==> config.mk <==
export PLATFORM = sky130hd
export DESIGN_NAME = voice_scheduler
export DESIGN_NICKNAME = d
export VERILOG_FILES = /design/src/rtl/voice_scheduler_pkg.sv /design/src/rtl/voice_scheduler_alloc.sv /design/src/rtl/voice_scheduler.sv
export SDC_FILE = /design/constraint.sdc
export NUM_CORES = 1
export LEC_CHECK = 0
export BUFFER_PORTS_ARGS = -buffer_cell sky130_fd_sc_hd__buf_4
export CORE_MARGIN = 2
export CORE_UTILIZATION = 40
export CTS_BUF_LIST = sky130_fd_sc_hd__clkbuf_16
export CTS_CLUSTER_SIZE = 24
export DETAILED_ROUTE_END_ITERATION = 6
export PLACE_DENSITY = 0.69
export SYNTH_ARGS = -nofsm -noshare
export SYNTH_HDL_FRONTEND = slang
export SYNTH_SLANG_ARGS = --single-unit
==> constraint.sdc <==
create_clock -name clk -period 2.7 [get_ports clk]
set_input_delay 0.27 -clock clk [delete_from_list [all_inputs] [get_ports clk]]
set_output_delay 0.27 -clock clk [all_outputs]
set_load 0.01 [all_outputs]
==> src/rtl/voice_scheduler_pkg.sv <==
// Shared types and helpers for the voice scheduler: event FSM encodings,
// a one-hot builder and a lowest-set-index priority encoder.
package voice_scheduler_pkg;

   typedef enum logic [1:0] {
      ST_IDLE   = 2'd0,
      ST_LOOKUP = 2'd1,
      ST_COMMIT = 2'd2
   } ev_state_t;

   // Helpers work on a fixed wide vector; callers zero-extend and truncate.
   localparam int unsigned CHAN_MAX = 64;
   typedef logic [CHAN_MAX-1:0] chan_vec_t;

   function automatic chan_vec_t onehot(input int unsigned idx);
      chan_vec_t v;
      v = 64'd1 << idx;
      return v;
   endfunction

   function automatic int unsigned lowest_set(input chan_vec_t v);
      int unsigned idx;
      idx = 32'd0;
      for (int i = CHAN_MAX - 1; i >= 0; i--) begin
         if (v[i]) begin
            idx = i;
         end
      end
      return idx;
   endfunction

endpackage

==> src/rtl/voice_scheduler_alloc.sv <==
// voice_alloc: combinational match/free vectors for the pending event and
// priority encode of the registered vectors into a channel index.
module voice_alloc
   import voice_scheduler_pkg::*;
#(
   parameter int unsigned NUM_CHAN = 16,
   parameter int unsigned NOTE_W   = 7,
   parameter int unsigned CHAN_W   = $clog2(NUM_CHAN)
) (
   input  logic [NUM_CHAN-1:0] note_enable,
   input  logic [NOTE_W-1:0]   notes [NUM_CHAN],
   input  logic [NOTE_W-1:0]   key,
   output logic [NUM_CHAN-1:0] match_vec,
   output logic [NUM_CHAN-1:0] free_vec,
   input  logic [NUM_CHAN-1:0] match_sel,
   input  logic [NUM_CHAN-1:0] free_sel,
   output logic [CHAN_W-1:0]   match_idx,
   output logic [CHAN_W-1:0]   free_idx,
   output logic                match_found,
   output logic                free_found
);

   chan_vec_t match_wide_s;
   chan_vec_t free_wide_s;

   // Only held channels can match; released channels count as free.
   always_comb begin
      match_vec = '0;
      free_vec  = '0;
      for (int i = 0; i < int'(NUM_CHAN); i++) begin
         match_vec[i] = note_enable[i] && (notes[i] == key);
         free_vec[i]  = ~note_enable[i];
      end
   end

   // Priority encode of the vectors captured during lookup
   always_comb begin
      match_wide_s                = '0;
      free_wide_s                 = '0;
      match_wide_s[NUM_CHAN-1:0]  = match_sel;
      free_wide_s[NUM_CHAN-1:0]   = free_sel;
      match_idx   = CHAN_W'(lowest_set(match_wide_s));
      free_idx    = CHAN_W'(lowest_set(free_wide_s));
      match_found = |match_sel;
      free_found  = |free_sel;
   end

endmodule

==> src/rtl/voice_scheduler.sv <==
// Polyphonic voice scheduler: allocates note events to channels and sweeps the
// channels round-robin for the modulator. Optional VOICE_STEAL_EN enables stealing.
module voice_scheduler
   import voice_scheduler_pkg::*;
#(
   parameter int unsigned NUM_BITS    = 32,
   parameter int unsigned NUM_CHAN    = 16,
   parameter int unsigned NOTE_W      = 7,
   parameter int unsigned SLOT_CYCLES = 4
) (
   input  logic                clk,
   input  logic                rst,
   input  logic                ev_valid,
   output logic                ev_ready,
   input  logic                ev_on,
   input  logic [NOTE_W-1:0]   ev_note,
   input  logic [NUM_BITS-1:0] ev_tw,
   output logic [NUM_CHAN-1:0] curr_note,
   output logic [NUM_CHAN-1:0] note_enable,
   output logic [NUM_CHAN-1:0] acc_en,
   output logic [NUM_BITS-1:0] tuning_word,
   output logic                sweep_done,
   output logic                ev_drop
);

   localparam int unsigned CHAN_W = $clog2(NUM_CHAN);
   localparam int unsigned SLOT_W = $clog2(SLOT_CYCLES);
   localparam logic [CHAN_W-1:0] LAST_CHAN = CHAN_W'(NUM_CHAN - 1);
   localparam logic [CHAN_W-1:0] CHAN_ONE  = CHAN_W'(1'b1);
   localparam logic [SLOT_W-1:0] LAST_SLOT = SLOT_W'(SLOT_CYCLES - 1);
   localparam logic [SLOT_W-1:0] SLOT_ONE  = SLOT_W'(1'b1);

   ev_state_t             state_r;
   logic                  ev_on_r;
   logic [NOTE_W-1:0]     ev_note_r;
   logic [NUM_BITS-1:0]   ev_tw_r;
   logic [NUM_CHAN-1:0]   match_r;
   logic [NUM_CHAN-1:0]   free_r;
   logic [NUM_CHAN-1:0]   note_en_r;
   logic [NOTE_W-1:0]     notes_r [NUM_CHAN];
   logic [NUM_BITS-1:0]   tw_r [NUM_CHAN];
`ifdef VOICE_STEAL_EN
   logic [CHAN_W-1:0]     steal_r;
`endif

   logic [SLOT_W-1:0]     slot_r;
   logic [CHAN_W-1:0]     ptr_r;
   logic [SLOT_W-1:0]     slot_next_s;
   logic [CHAN_W-1:0]     ptr_next_s;
   logic [NUM_CHAN-1:0]   onehot_next_s;

   logic [NUM_CHAN-1:0]   match_s;
   logic [NUM_CHAN-1:0]   free_s;
   logic [CHAN_W-1:0]     match_idx_s;
   logic [CHAN_W-1:0]     free_idx_s;
   logic                  match_found_s;
   logic                  free_found_s;

   voice_alloc #(
      .NUM_CHAN (NUM_CHAN),
      .NOTE_W   (NOTE_W),
      .CHAN_W   (CHAN_W)
   ) u_alloc (
      .note_enable (note_en_r),
      .notes       (notes_r),
      .key         (ev_note_r),
      .match_vec   (match_s),
      .free_vec    (free_s),
      .match_sel   (match_r),
      .free_sel    (free_r),
      .match_idx   (match_idx_s),
      .free_idx    (free_idx_s),
      .match_found (match_found_s),
      .free_found  (free_found_s)
   );

   // Event FSM: accept, look up, commit channel state
   always_ff @(posedge clk or negedge rst) begin
      if (!rst) begin
         state_r   <= ST_IDLE;
         ev_ready  <= 1'b0;
         ev_drop   <= 1'b0;
         ev_on_r   <= 1'b0;
         ev_note_r <= '0;
         ev_tw_r   <= '0;
         match_r   <= '0;
         free_r    <= '0;
         note_en_r <= '0;
         for (int i = 0; i < int'(NUM_CHAN); i++) begin
            notes_r[i] <= '0;
            tw_r[i]    <= '0;
         end
`ifdef VOICE_STEAL_EN
         steal_r   <= '0;
`endif
      end else begin
         ev_drop <= 1'b0;
         case (state_r)
            ST_IDLE: begin
               if (ev_valid && ev_ready) begin
                  ev_on_r   <= ev_on;
                  ev_note_r <= ev_note;
                  ev_tw_r   <= ev_tw;
                  ev_ready  <= 1'b0;
                  state_r   <= ST_LOOKUP;
               end else begin
                  ev_ready  <= 1'b1;
               end
            end
            ST_LOOKUP: begin
               match_r <= match_s;
               free_r  <= free_s;
`ifndef VOICE_STEAL_EN
               // Drop is known here so the pulse lands in the commit cycle.
               ev_drop <= ev_on_r && !(|match_s) && !(|free_s);
`endif
               state_r <= ST_COMMIT;
            end
            ST_COMMIT: begin
               if (ev_on_r) begin
                  if (match_found_s) begin
                     tw_r[match_idx_s] <= ev_tw_r;
                  end else if (free_found_s) begin
                     note_en_r[free_idx_s] <= 1'b1;
                     notes_r[free_idx_s]   <= ev_note_r;
                     tw_r[free_idx_s]      <= ev_tw_r;
                  end else begin
`ifdef VOICE_STEAL_EN
                     notes_r[steal_r] <= ev_note_r;
                     tw_r[steal_r]    <= ev_tw_r;
                     steal_r          <= (steal_r == LAST_CHAN) ? '0 : steal_r + CHAN_ONE;
`endif
                  end
               end else if (match_found_s) begin
                  // Release keeps the stored tuning word so the decay holds pitch.
                  note_en_r[match_idx_s] <= 1'b0;
               end
               ev_ready <= 1'b1;
               state_r  <= ST_IDLE;
            end
            default: begin
               ev_ready <= 1'b0;
               state_r  <= ST_IDLE;
            end
         endcase
      end
   end

   // Next slot / channel pointer of the round-robin sweep
   always_comb begin
      slot_next_s = slot_r;
      ptr_next_s  = ptr_r;
      if (slot_r == LAST_SLOT) begin
         slot_next_s = '0;
         if (ptr_r == LAST_CHAN) begin
            ptr_next_s = '0;
         end else begin
            ptr_next_s = ptr_r + CHAN_ONE;
         end
      end else begin
         slot_next_s = slot_r + SLOT_ONE;
         ptr_next_s  = ptr_r;
      end
   end

   assign onehot_next_s = NUM_CHAN'(onehot(32'(ptr_next_s)));

   // Sweep counters and registered modulator-facing outputs
   always_ff @(posedge clk or negedge rst) begin
      if (!rst) begin
         slot_r      <= '0;
         ptr_r       <= '0;
         curr_note   <= {{(NUM_CHAN-1){1'b0}}, 1'b1};
         note_enable <= '0;
         acc_en      <= '0;
         tuning_word <= '0;
         sweep_done  <= 1'b0;
      end else begin
         slot_r      <= slot_next_s;
         ptr_r       <= ptr_next_s;
         curr_note   <= onehot_next_s;
         note_enable <= note_en_r;
         acc_en      <= (slot_next_s == LAST_SLOT) ? onehot_next_s : '0;
         tuning_word <= tw_r[ptr_next_s];
         sweep_done  <= (slot_next_s == LAST_SLOT) && (ptr_next_s == LAST_CHAN);
      end
   end

endmodule

# ---- After elaboration in Yosys (flattened, before gate mapping)
# Cells that the tools add are included.
dict set report op_classes {
  n_addsub 2
  magnitude_cmp 9
  muxes 63
  bitwise 23
  shift 1
  n_eq_ne 24
  reduce_logical 37
}
# op n
set ops {}
lappend ops {{$bwmux 512} 2}
lappend ops {{$mux 512} 2}
lappend ops {{$demux 32 s4} 2}
lappend ops {{$mux 4} 34}
lappend ops {{$bmux 32 s4} 1}
lappend ops {{$mux 32} 4}
lappend ops {{$bwmux 112} 1}
lappend ops {{$eq 7x7->1} 16}
lappend ops {{$mux 16} 5}
lappend ops {{$reduce_or 16->1} 4}
lappend ops {{$demux 7 s4} 1}
lappend ops {{$logic_and 1x1->1} 24}
lappend ops {{$not 1->1} 17}
lappend ops {{$and 16x16->16} 1}
lappend ops {{$not 16->16} 1}
lappend ops {{$or 16x16->16} 1}
lappend ops {{$shl 1x4->16 const A} 1}
lappend ops {{$ge 5x5->1 const B} 3}
lappend ops {{$not 4->5} 3}
lappend ops {{$lt 4x5->1 const B} 2}
lappend ops {{$lt 5x1->1 const B} 2}
lappend ops {{$demux 1 s4} 2}
lappend ops {{$eq 4x4->1 const B} 2}
lappend ops {{$ge 4x1->1 const B} 2}
lappend ops {{16 further kinds} 26}
dict set report totals {
  reg_bits 803
  elab_cells 207
  output_inout_bits 83
}

# ---- Depth between registers and ports, before layout
dict set report logic_depth {
  word_depth 24
  mapped_depth 11
}

# ---- Hierarchy
# From an unflattened synthesis, not the netlist that was laid out.
dict set report unflattened {
  hier_cells 2974
  area_unflattened_um2 37623.6
}
# module area_each_um2 seq_area_each_um2 n_inst cells_each
set modules_own_cells {}
lappend modules_own_cells {voice_scheduler 35775.6 20095.5 1 2718}
lappend modules_own_cells {voice_alloc 1848.0 0.0 1 256}

# ---- Least setup slack after synthesis
# No wires, ideal clock.
dict set report synth_timing {
  kind {register -> register}
  start {register match_r[1]}
  end {register tw_r[257] (netlist name)}
  t_required_ns 2.573
  period_less_slack_ns 2.673
  slack_ns 0.027
  setup_ns 0.127
  stages_incl_launch_ff 9
  arrival_ns 2.545
  path_cell_list {dfrtp_1 nor4_2 nand2_1 or3_4 or3b_1 buf_2 o41ai_4 buf_6 mux2_1}
}
dict set report synth_between {
  elab_chain_cells 9
}
# element line
set synth_rtl {}
lappend synth_rtl {{from (decl)} voice_scheduler.sv:37} ;# logic [NUM_CHAN-1:0] match_r;
lappend synth_rtl {{from (signal assigned)} voice_scheduler.sv:111} ;# match_r <= match_s;
lappend synth_rtl {{$mux 4 (2 in a row)} voice_scheduler_pkg.sv:25} ;# if (v[i]) begin
lappend synth_rtl {{$not 4->5 (implied by the code)} voice_scheduler.sv:122} ;# tw_r[match_idx_s] <= ev_tw_r;
lappend synth_rtl {{$ge 5x5->1 (implied by the code) or $lt 5x1->1 (tied branches)} voice_scheduler.sv:122}
lappend synth_rtl {{$logic_and 1x1->1 (implied by the code)} voice_scheduler.sv:122}
lappend synth_rtl {{$mux 32 (implied by the code)} voice_scheduler.sv:122}
lappend synth_rtl {{$demux 32 s4} voice_scheduler.sv:122}
lappend synth_rtl {{$bwmux 512} voice_scheduler.sv:122}
lappend synth_rtl {{$mux 512} voice_scheduler.sv:121} ;# if (match_found_s) begin
lappend synth_rtl {{to (signal, indexed assignment)} voice_scheduler.sv:122}
lappend synth_rtl {{to (signal, indexed assignment)} voice_scheduler.sv:126} ;# tw_r[free_idx_s] <= ev_tw_r;
lappend synth_rtl {{to (decl)} voice_scheduler.sv:41} ;# logic [NUM_BITS-1:0] tw_r [NUM_CHAN];
# Several ways; a longest one is shown, not always the timed one.
# A chain may end at the register's enable or synchronous reset.

# ---- Worst setup path in the final report
dict set report layout_timing {
  start {register free_r[6]}
  end {register tw_r[277] (netlist name)}
}
dict set report layout_between {
  elab_chain_cells 15
}
# element line
set layout_rtl {}
lappend layout_rtl {{from (decl)} voice_scheduler.sv:38} ;# logic [NUM_CHAN-1:0] free_r;
lappend layout_rtl {{from (signal assigned)} voice_scheduler.sv:112} ;# free_r <= free_s;
lappend layout_rtl {{$mux 4 (7 in a row)} voice_scheduler_pkg.sv:25}
lappend layout_rtl {{$not 4->5 (implied by the code)} voice_scheduler.sv:126}
lappend layout_rtl {{$ge 5x5->1 (implied by the code) or $lt 5x1->1 (tied branches)} voice_scheduler.sv:126}
lappend layout_rtl {{$logic_and 1x1->1 (implied by the code)} voice_scheduler.sv:126}
lappend layout_rtl {{$mux 32 (implied by the code)} voice_scheduler.sv:126}
lappend layout_rtl {{$demux 32 s4} voice_scheduler.sv:126}
lappend layout_rtl {{$bwmux 512} voice_scheduler.sv:126}
lappend layout_rtl {{$mux 512} voice_scheduler.sv:123} ;# end else if (free_found_s) begin
lappend layout_rtl {{$mux 512} voice_scheduler.sv:121}
# Several ways; a longest one is shown, not always the timed one. The select of a mux whose other input is x is not followed.

==> impl_summary.log <==
INFO  metric worstSetupStartpointType = flop
INFO  metric placedCellCount = 4,248
INFO  metric timing.critical_path.cells = nor3b_2 -> or3_1 -> a31oi_4 -> buf_4 -> or3b_4 -> o41ai_4 -> buf_12 -> clkbuf_16 -> mux2_4
INFO  metric final.min_clock_period = 2.747 ns
INFO  metric fillCellCount = 7,886
INFO  metric placement.cell_area = 39,960 sq um
INFO  metric worst-endpoint-required = 3.22 ns
INFO  metric place.port_buffers = 125
INFO  metric cts_tree = yes
INFO  metric ys_dominant_reg_cell = sky130_fd_sc_hd__dfrtp_1
INFO  metric area_growth = 20.48%
INFO  metric tritoncts.num_buffers = 85
INFO  metric slew_headroom = 33.50%
INFO  metric syn_nets = 3,013
INFO  metric post_synth_main_area_contributors = sky130_fd_sc_hd__dfrtp_1 55%, sky130_fd_sc_hd__mux2_1 12%, sky130_fd_sc_hd__mux2_2 7.6%, sky130_fd_sc_hd__nand2_1 5.3%, sky130_fd_sc_hd__nand3_1 2.7%
INFO  metric r2r_cells = 9
INFO  metric yosys.area.top_type = sky130_fd_sc_hd__dfrtp_1
INFO  metric crit_fanout = 7
INFO  metric cp-end-kind = flop
INFO  metric timing.final.setup_violations = 38
INFO  metric cap_violations = 0
INFO  metric residual_overflow_from_global_routing = 0
INFO  metric number_of_nets_in_the_layout = 3,274
INFO  metric reg2reg_from = free_r[6]
INFO  metric final_hold_viol_count = 0
INFO  metric cellLeakagePower = 21.41 nW
INFO  metric htree_num_levels = 3
INFO  metric worst_clock_skew = 0.01495 ns
INFO  metric gr-usage-all-layers = 19.43%
INFO  metric yosysWarningCount = 0
INFO  metric synth_area = 36,360 sq um
INFO  metric start_util = 40.40%
INFO  metric drt_pre_antenna_iters = 7
INFO  metric drc_errors = 1
INFO  metric clk-insertion-delay-late = 0.65 ns
INFO  metric worst-slew-pin-transition = 0.9951 ns
INFO  metric die-area = 93,330 sq um
INFO  metric failed_checks = DRC, setup timing
INFO  metric largest_net_degree_at_the_start_of_global_routing = 72
INFO  metric critPathArrivalTime = 3.27 ns
INFO  metric core-area = 90,010 sq um
INFO  metric synth-edff-count = 0
INFO  metric regToRegSetupSlack = -0.05 ns
INFO  metric place_congestion = 0.8704
INFO  metric post_drt_wl_per_cell = 20.86 um
INFO  metric final_max_slew_viol_count = 0
INFO  metric crit_path_max_incr_delay = 0.45 ns
INFO  metric syn_avg_cell_area = 12.26 sq um
INFO  metric worstHoldPathType = in -> async
INFO  metric ys_seq_elements = 803
INFO  metric achievable_freq = 364.0 MHz
INFO  metric path_clk_slew = 0.06 ns
INFO  metric cts_sinks = 803
INFO  metric final_area = 43,810 sq um
INFO  metric post_drt_via_cell_ratio = 5.405
INFO  metric worst_path_max_delay_cell = sky130_fd_sc_hd__dfrtp_2
INFO  metric drt_first_iter_violations = 1,672
INFO  metric antenna_violating_nets_post_route = 0
INFO  metric grt_first_pass_wirelength = 143,300 um
INFO  metric final-instance-count-excl-fill = 4,470
INFO  metric postSynth.asyncResetShare = 100.0%
INFO  metric layout-drive-gt1-share = 27.35%
INFO  metric grt_pass1_vias = 24,420
INFO  metric row_count = 110
INFO  metric min_period_over_period = 101.7%
INFO  metric ctsRootBufferMaster = sky130_fd_sc_hd__clkbuf_16
INFO  metric netlist_instances = 2,967
INFO  metric worstSetupPathType = reg -> reg
INFO  metric outcome = complete, but fails checks
INFO  metric fp.dieW = 305.5 um
INFO  metric power.density_cell_area = 775.4 nW/um^2
INFO  metric wl = 93,250 um
INFO  metric r2r_end = tw_r[277]
INFO  metric chipHeight = 305.5 um
INFO  metric post-synth-top-area-fraction = 55.19%
INFO  metric io_pins = 126
INFO  metric grt_setup_unrepaired = yes
INFO  metric diodes = 0
INFO  metric vias = 24,160
INFO  metric dp_worst_setup_slack = -0.05383 ns
INFO  metric post-dp-hpwl = 56,330 um
INFO  metric power.ir.vdd_worst = 0.0004711 V
INFO  metric layout_commonest_cell = sky130_fd_sc_hd__dfrtp_1
INFO  metric timing.final.ws_setup = -0.04701 ns
INFO  metric layout.cells.most_common_list = 794 x sky130_fd_sc_hd__dfrtp_1, 511 x sky130_fd_sc_hd__nand2_1, 313 x sky130_fd_sc_hd__mux2_1, 274 x sky130_fd_sc_hd__buf_4, 246 x sky130_fd_sc_hd__mux2_2
INFO  metric synth-seq-area-share = 55.27%
INFO  metric grt_antenna_before_repair = 3
INFO  metric cts.path.max_buffers = 3
INFO  metric synth.lib_cells_used.distinct = 72
worst max-delay path by stage:
stage / startpoint / slack [ns] / endpoint / cells past startpoint
final: free_r[6] / -0.05 / tw_r[277] / 9
after global routing: free_r[6] / -0.08 / tw_r[277] / 9
after CTS: free_r[5] / -0.02 / tw_r[175] / 8
after detailed placement: match_r[13] / -0.05 / tw_r[276] / 8
after global placement: free_r[15] / -0.01 / tw_r[480] / 7
after floorplan: match_r[1] / 0.03 / tw_r[257] / 8
area by class of cell:
cell class	count	area (sq um)	share of cell area, %
Multi-Input combinational cell	1938	15640	35.71
Tap cell	1176	1471	3.359
Clock buffer	85	2127	4.855
Inverter	10	47.55	0.1085
Clock inverter	68	454.2	1.037
Sequential cell	803	20110	45.90
Timing Repair Buffer	390	3959	9.037
layer usage:
layer / vias up / part of all wire (%) / track usage, % / wire [um]
li1: 10900 / - / - / -
met1: 12480 / 44 / 26.83 / 41350
met2: 639 / 48 / 31.84 / 44670
met3: 147 / 5.4 / 2.912 / 5014
met4: 0 / 2.4 / 5.533 / 2215
met5: - / 0 / 0 / 0
per-stage QoR:
stage	setup TNS, ns	utilization [%]	power, mW	hold WS (ns)
global route	-6.327	48.67	35.72	0.2164
CTS	-0.1309	47.78	34.04	0.1902
floorplan	0	-	20.28	-0.02559
finish	-0.7380	48.67	33.97	0.2114
detailed placement	-1.583	44.39	22.95	0.2810
global placement	-0.05738	44.39	22.74	0.2833
cell usage after synthesis (3+ instances only):
library cell	n
sky130_fd_sc_hd__o21ai_0	41
sky130_fd_sc_hd__nand4_1	31
sky130_fd_sc_hd__o31a_1	3
sky130_fd_sc_hd__a32oi_1	32
sky130_fd_sc_hd__buf_4	3
sky130_fd_sc_hd__or3_1	4
sky130_fd_sc_hd__nor3b_1	4
sky130_fd_sc_hd__inv_1	8
sky130_fd_sc_hd__nor4_2	3
sky130_fd_sc_hd__a21oi_2	3
sky130_fd_sc_hd__clkbuf_1	148
sky130_fd_sc_hd__o221ai_1	32
sky130_fd_sc_hd__nor2_1	53
sky130_fd_sc_hd__nor4_1	20
sky130_fd_sc_hd__nand2b_1	8
sky130_fd_sc_hd__or4_1	4
sky130_fd_sc_hd__o21ai_2	3
sky130_fd_sc_hd__dfrtp_1	802
sky130_fd_sc_hd__nor2b_1	7
sky130_fd_sc_hd__nand2_1	513
sky130_fd_sc_hd__nor4_4	8
sky130_fd_sc_hd__nand3_1	197
sky130_fd_sc_hd__nor3_1	26
sky130_fd_sc_hd__mux2_4	37
sky130_fd_sc_hd__ha_1	3
sky130_fd_sc_hd__buf_2	25
sky130_fd_sc_hd__a21oi_1	4
sky130_fd_sc_hd__xnor2_1	33
sky130_fd_sc_hd__o21bai_4	3
sky130_fd_sc_hd__xor2_1	80
sky130_fd_sc_hd__buf_6	33
sky130_fd_sc_hd__mux2i_1	97
sky130_fd_sc_hd__buf_1	8
sky130_fd_sc_hd__a21o_1	5
sky130_fd_sc_hd__mux2_1	380
sky130_fd_sc_hd__o31ai_1	8
sky130_fd_sc_hd__a31oi_1	4
sky130_fd_sc_hd__mux2_2	247
registers in the layout, summed over array words and instances (netlist names), 2 cells and up:
register,flops
acc_en,16
curr_note,16
ev_note_r,7
ev_tw_r,32
free_r,16
match_r,16
note_en_r,16
note_enable,16
notes_r,112
ptr_r,4
slot_r,2
state_r,2
tuning_word,32
tw_r,512
worst max-delay path, delay by kind of cell (launching register included):
family | cells | cell delay, ns
flops | 1 | 0.45
mux | 1 | 0.30
simple gates | 3 | 0.96
buf+inv | 3 | 0.58
compound gates | 2 | 0.32
logic make-up (layout without fill, tap and decap cells):
logic type | Yosys count | in the layout | share of synthesized area, %
and+or+nand+nor | 905 | 906 | 11.64
DFF | 803 | 803 | 55.27
muxes | 761 | 761 | 23.62
buffers and inverters | 227 | 553 | 3.142
AOI/OAI and AO/OA | 155 | 155 | 3.510
xor gates and xnor gates | 113 | 113 | 2.722
adders and majority gates | 3 | 3 | 0.1032
power breakdown:
group          leakage [nW]  switching [mW]  internal (mW)
Clock                  1.33            4.89           6.04
Sequential             10.9            2.23           13.8
Combinational          9.21            3.46           3.54
what timing repair did:
item	4_1_cts	5_1_grt
hold buffers	41	0
resized for setup	5	103
setup endpoints to repair	83	337
buffers inserted	0	16
pin swaps	2	15
gates cloned	2	10
endpoints found under the hold margin	73	0
Power figures use the tool's default switching activity.
